--- src/rtl/multicycle_control.sv ---
// Main sequencer for the multicycle RISC-V core: one state register, with
// datapath selects and strobes decoded combinationally from the current state.
module multicycle_control (
  input  logic       clk,
  input  logic       rst_n,
  input  logic [6:0] op,
  input  logic       mem_ready,
  output logic [1:0] alu_op,
  output logic [1:0] alu_src_a,
  output logic [1:0] alu_src_b,
  output logic [1:0] result_src,
  output logic       adr_src,
  output logic       ir_write,
  output logic       pc_update,
  output logic       branch,
  output logic       reg_write,
  output logic       mem_write,
  output logic       instr_done,
  output logic       illegal
);

  localparam logic [6:0] OP_LW  = 7'b0000011;
  localparam logic [6:0] OP_SW  = 7'b0100011;
  localparam logic [6:0] OP_R   = 7'b0110011;
  localparam logic [6:0] OP_I   = 7'b0010011;
  localparam logic [6:0] OP_BEQ = 7'b1100011;
  localparam logic [6:0] OP_JAL = 7'b1101111;

  typedef enum logic [3:0] {
    S_FETCH, S_DECODE, S_MEMADR, S_MEMREAD, S_MEMWRITE, S_MEMWB,
    S_EXECR, S_EXECI, S_JAL, S_ALUWB, S_BEQ, S_ERROR
  } state_t;

  state_t state_q, state_d;

  always_ff @(posedge clk or negedge rst_n) begin
    if (!rst_n) state_q <= S_FETCH;
    else        state_q <= state_d;
  end

  always_comb begin
    state_d = state_q;
    case (state_q)
      S_FETCH:    if (mem_ready) state_d = S_DECODE;
      S_DECODE: begin
        case (op)
          OP_LW, OP_SW: state_d = S_MEMADR;
          OP_R:         state_d = S_EXECR;
          OP_I:         state_d = S_EXECI;
          OP_BEQ:       state_d = S_BEQ;
          OP_JAL:       state_d = S_JAL;
          default:      state_d = S_ERROR;
        endcase
      end
      S_MEMADR:   state_d = (op == OP_SW) ? S_MEMWRITE : S_MEMREAD;
      S_MEMREAD:  if (mem_ready) state_d = S_MEMWB;
      S_MEMWRITE: if (mem_ready) state_d = S_FETCH;
      S_MEMWB:    state_d = S_FETCH;
      S_EXECR:    state_d = S_ALUWB;
      S_EXECI:    state_d = S_ALUWB;
      S_JAL:      state_d = S_ALUWB;
      S_ALUWB:    state_d = S_FETCH;
      S_BEQ:      state_d = S_FETCH;
      S_ERROR:    state_d = S_ERROR;
      default:    state_d = S_ERROR;
    endcase
  end

  always_comb begin
    alu_op     = 2'b00;
    alu_src_a  = 2'b00;
    alu_src_b  = 2'b00;
    result_src = 2'b00;
    adr_src    = 1'b0;
    ir_write   = 1'b0;
    pc_update  = 1'b0;
    branch     = 1'b0;
    reg_write  = 1'b0;
    mem_write  = 1'b0;
    instr_done = 1'b0;
    illegal    = 1'b0;
    case (state_q)
      S_FETCH: begin
        alu_src_b  = 2'b10;
        result_src = 2'b10;
        // Reset forces FETCH, but no fetch may be committed while held in reset.
        ir_write   = mem_ready & rst_n;
        pc_update  = mem_ready & rst_n;
      end
      S_DECODE: begin
        alu_src_a = 2'b01;
        alu_src_b = 2'b01;
      end
      S_MEMADR: begin
        alu_src_a = 2'b10;
        alu_src_b = 2'b01;
      end
      S_MEMREAD:  adr_src = 1'b1;
      S_MEMWRITE: begin
        adr_src    = 1'b1;
        mem_write  = 1'b1;
        instr_done = mem_ready;
      end
      S_MEMWB: begin
        result_src = 2'b01;
        reg_write  = 1'b1;
        instr_done = 1'b1;
      end
      S_EXECR: begin
        alu_src_a = 2'b10;
        alu_op    = 2'b10;
      end
      S_EXECI: begin
        alu_src_a = 2'b10;
        alu_src_b = 2'b01;
        alu_op    = 2'b10;
      end
      S_JAL: begin
        alu_src_a = 2'b01;
        alu_src_b = 2'b10;
        pc_update = 1'b1;
      end
      S_ALUWB: begin
        reg_write  = 1'b1;
        instr_done = 1'b1;
      end
      S_BEQ: begin
        alu_src_a  = 2'b10;
        alu_op     = 2'b01;
        branch     = 1'b1;
        instr_done = 1'b1;
      end
      S_ERROR:    illegal = 1'b1;
      default:    illegal = 1'b1;
    endcase
  end

endmodule

--- config.mk ---
export PLATFORM = sky130hd
export DESIGN_NAME = multicycle_control
export DESIGN_NICKNAME = d
export VERILOG_FILES = /design/src/rtl/multicycle_control.sv
export SDC_FILE = /design/constraint.sdc
export NUM_CORES = 1
export LEC_CHECK = 0
export ABC_CLOCK_PERIOD_IN_PS = 1600
export CORE_MARGIN = 10
export CORE_UTILIZATION = 35
export DETAILED_ROUTE_END_ITERATION = 16
export PLACE_DENSITY = 0.71
export REMOVE_ABC_BUFFERS = 1
export SYNTH_ARGS = -nofsm -noshare
export SYNTH_HDL_FRONTEND = slang
export SYNTH_SLANG_ARGS = --single-unit
--- constraint.sdc ---
create_clock -name clk -period 1.6 [get_ports clk]
set_input_delay 0.32 -clock clk [delete_from_list [all_inputs] [get_ports clk]]
set_output_delay 0.32 -clock clk [all_outputs]
set_load 0.005 [all_outputs]
==> results of run 1 <==
logic make-up after synthesis:
logic type                count (synthesis)  synth area share
and+or+nand+nor                          43             0.464
AOI/OAI and AO/OA                        15             0.209
buffers and inverters                     8            0.0711
xor gates and xnor gates                  4            0.0664
DFF                                       4             0.190
synth_stat cells, drive strengths merged (2+ instances only):
cell	count	area share
a21oi	6	0.057
and3	2	0.024
buf	3	0.033
clkbuf	4	0.031
dfrtp	4	0.19
nand2	6	0.047
nand2b	5	0.059
nand3	3	0.028
nor2	8	0.057
nor2b	3	0.036
nor3	8	0.097
nor4	3	0.036
o21ai	3	0.028
xnor2	3	0.050
metrics by stage:
stage | hold slack (ns) | setup TNS [ns] | cell area (um^2) | util | std cells
detailed placement | 0.656 | -3.83 | 996 | 0.729 | 138
CTS | 0.410 | -0.295 | 1210 | 0.886 | 150
floorplan | 0.0244 | 0 | 494 | - | 67
global placement | 0.664 | -3.44 | 996 | 0.729 | 138
timing repair:
item | CTS
pin swaps | 14
resized for setup | 105
buffers inserted | 9
setup endpoints to repair | 19
==> flow_summary.json, run 1 <==
{
  "syn_avg_cell_area_um2": 7.14,
  "stop_error": "[ERROR DPL-0033] detailed placement checks failed during check placement.",
  "cts_buffers": 3,
  "ys_seq_area_frac": 0.190,
  "ys_types": 32,
  "dp_hpwl_um": 1600,
  "async_reset_ff_frac": 1.00,
  "grt_max_degree": 12,
  "holdBufCountCts": 0,
  "numClockSinks": 4,
  "antenna_found_initial": 0,
  "rows": 13,
  "start_util": 0.386,
  "synth_ff_type": "dfrtp_1",
  "yosys_warnings": 0,
  "grt-worst-endpoint": "ir_write",
  "status": "aborted with a tool error",
  "worst-ep-kind": "output port",
  "dieWidth_um": 58.8,
  "synth_edf_count": 0,
  "io-pin-count": 26,
  "syn_area_um2": 528,
  "globalplace.congestion": 0.874,
  "cts_max_level": 1,
  "ys_seq_elements": 4,
  "port_buffers": 25,
  "syn_inst": 74,
  "stop_stage": "5_1_grt",
  "cts.path.max_buffers": 2,
  "fp.dieH_um": 58.8,
  "cts-root-buf": "clkbuf_4",
  "pre_cts_slack_ns": -0.408
}
==> run 2: changes to the inputs <==
--- a/config.mk
+++ b/config.mk
@@ -6,10 +6,10 @@
 export NUM_CORES = 1
 export LEC_CHECK = 0
 export ABC_CLOCK_PERIOD_IN_PS = 1600
-export CORE_MARGIN = 10
-export CORE_UTILIZATION = 35
+export CORE_AREA = 10 10 71 73
 export DETAILED_ROUTE_END_ITERATION = 16
-export PLACE_DENSITY = 0.71
+export DIE_AREA = 0 0 81 83
+export PLACE_DENSITY_LB_ADDON = 0.15
 export REMOVE_ABC_BUFFERS = 1
 export SYNTH_ARGS = -nofsm -noshare
 export SYNTH_HDL_FRONTEND = slang
==> flow_summary.json, run 2 <==
{
  "status": "complete, but fails checks",
  "violations": "negative setup slack",
  "m1WireLength_um": 955,
  "grt_pass1_vias": 766,
  "synth_ff_type": "dfrtp_1",
  "ys_seq_area_frac": 0.190,
  "wl_per_cell_um": 12.0,
  "largest_register_ffs": 4,
  "synth_most_common_cell": "nor2_1",
  "antenna_cells": 0,
  "drv_slew": 0,
  "cts.path.max_buffers": 2,
  "yosys.area.top_type": "dfrtp_1",
  "holdBufCountCts": 0,
  "cts_max_level": 1,
  "num_vias": 763,
  "grt_max_degree": 11,
  "cts-root-buf": "clkbuf_8",
  "met2_length_um": 1090,
  "port_buffers": 25,
  "fmax_mhz": 609,
  "finalWirelength_um": 2200,
  "drt_pass1_iterations": 3,
  "cts_tree": "built",
  "io-pin-count": 26,
  "cp-end-kind": "flip-flop",
  "dp_cells": 173,
  "via_per_inst": 4.15,
  "async_reset_ff_frac": 1.00,
  "grt_pass1_wl_um": 3800,
  "syn_avg_cell_area_um2": 7.14,
  "p_per_area_nw_per_um2": 2130,
  "startpoint_type": "flip-flop",
  "final_common_cell": "buf_4",
  "register_area_um2": 105,
  "hp-class": "input port to async pin",
  "critPathKind": "flip-flop to flip-flop",
  "drtAntennaViolNets": 0,
  "fp.dieH_um": 83,
  "ys_seq_elements": 4,
  "syn_inst": 74,
  "dp_hpwl_um": 1780,
  "synth_top_area_frac": 0.190,
  "finalHoldViolCount": 0,
  "crit_required_ns": 1.67,
  "finalClockSkew_ns": 0.000182,
  "grt_overflow_total": 0,
  "cap_viol_max_count": 0,
  "relSlewSlack": 0.671,
  "fillers": 394,
  "clkTransAtPathRegs_ns": 0.03,
  "worstMarginPinSlew_ns": 0.489,
  "setup_viol": 6,
  "first_iter_violations": 14,
  "fp.dieArea_um2": 6720,
  "syn_to_final_growth_pct": 153,
  "synthTopCellsByCount": "nor2_1 (8), nor3_1 (7), a21oi_1 (6), nand2_1 (5), nand2b_1 (5)",
  "rsz0062_at_grt": "yes",
  "totalPowerFinal_mw": 2.85,
  "crit_fanout": 4,
  "whs_ns": 0.478,
  "ir_worst_vdd_v": 0.000661,
  "yosys_warnings": 0,
  "fin_cells": 184,
  "post_dp_cell_area_um2": 1060,
  "r2r_slack_ns": -0.04,
  "p_leak_nw": 0.601,
  "globalplace.congestion": 0.773,
  "syn_area_um2": 528,
  "min_period_ns": 1.64,
  "nNetsFinal": 148,
  "drc_errors": 0,
  "largestRegisters": "state_q (4)",
  "multiInputGateArea_um2": 561,
  "timing.final.crit_share": 1.03,
  "fp.coreArea_um2": 3630,
  "synth_area_leaders": "dfrtp_1 (19%), nor3_1 (6.6%), nand2b_1 (5.9%), a21oi_1 (5.7%), nor2_1 (5.7%)",
  "numClockSinks": 4,
  "rows": 22,
  "antenna_found_initial": 0,
  "start_util": 0.145,
  "arrival_ns": 1.72,
  "top_register": "state_q",
  "dr_wl_met3_um": 119,
  "drive_gt1_frac": 0.684,
  "final_area_um2": 1340,
  "pre_cts_slack_ns": -0.387,
  "synth_edf_count": 0,
  "setup_ws_ns": -0.0429,
  "final_cell_mix": "buf_4 (26), buf_2 (13), buf_6 (13), nor2_1 (6), clkdlybuf4s50_1 (6)",
  "dieWidth_um": 81,
  "grt.total_usage": 0.0686,
  "ys_types": 32,
  "clkLatencyLatePin_ns": 0.22,
  "top_layer_used": "met4",
  "cts_buffers": 3
}
## run 2: cell counts after synthesis
Identical to the previous run, type by type.
## run 2: worst paths after layout
kind / startpoint / depth (start not counted) / to
min reg2reg: state_q[1] / 4 / state_q[3]
max reg2reg: state_q[1] / 7 / state_q[0]
max in group asynchronous: rst_n / 2 / state_q[2]
max: state_q[1] / 7 / state_q[0]
min: rst_n / 2 / state_q[1]
min in group clk: op[3] / 4 / state_q[1]
## run 2: per-stage QoR
step / TNS, ns / utilization
floorplan: 0 / -
global placement: -3.82 / 0.293
detailed placement: -3.92 / 0.293
CTS: -0.229 / 0.337
global route: -0.696 / 0.368
finish: -0.119 / 0.368
## run 2: power breakdown
group	switching (mW)	internal, mW	leakage, nW
Combinational	0.962	1.39	0.535
Clock	0.0518	0.160	0.0216
Sequential	0.120	0.169	0.0442
## run 2: critical path: stages, from the launching register on
cell       delay [ns]
dfrtp_2          0.43
buf_6            0.13
buf_6            0.11
a21oi_2          0.14
nor2b_2          0.06
buf_4            0.14
a2111oi_4        0.34
a41oi_2          0.14
## run 2: final cells by class
cell class / count / share of cell area
clock buffer: 3 / 0.0309
inverter: 1 / 0.00281
multi-input combinational: 62 / 0.419
sequential: 4 / 0.0787
tap: 48 / 0.0449
timing repair buffer: 66 / 0.423
## run 2: logic make-up (layout without fill, tap and decap cells)
logic type,after synthesis,count (layout),synth area share
buffers and inverters,8,70,0.0711
XOR/XNOR,4,4,0.0664
AND/OR/NAND/NOR,43,43,0.464
flip-flops,4,4,0.190
AO/OA/AOI/OAI,15,15,0.209
## run 2: per-layer routing
metal | up-vias | global-route usage
li1 | 392 | -
met1 | 352 | 0.0846
met2 | 15 | 0.109
met3 | 4 | 0.0194
met4 | 0 | 0.0250
met5 | - | 0
## run 2: timing repair
item                                    4_1_cts  5_1_grt
endpoints found under the hold margin         0        0
pin swaps                                     8       14
resized for setup                            88       27
buffers inserted                              6        4
endpoints found under the setup margin       19       16
Power figures use the tool's default switching activity.
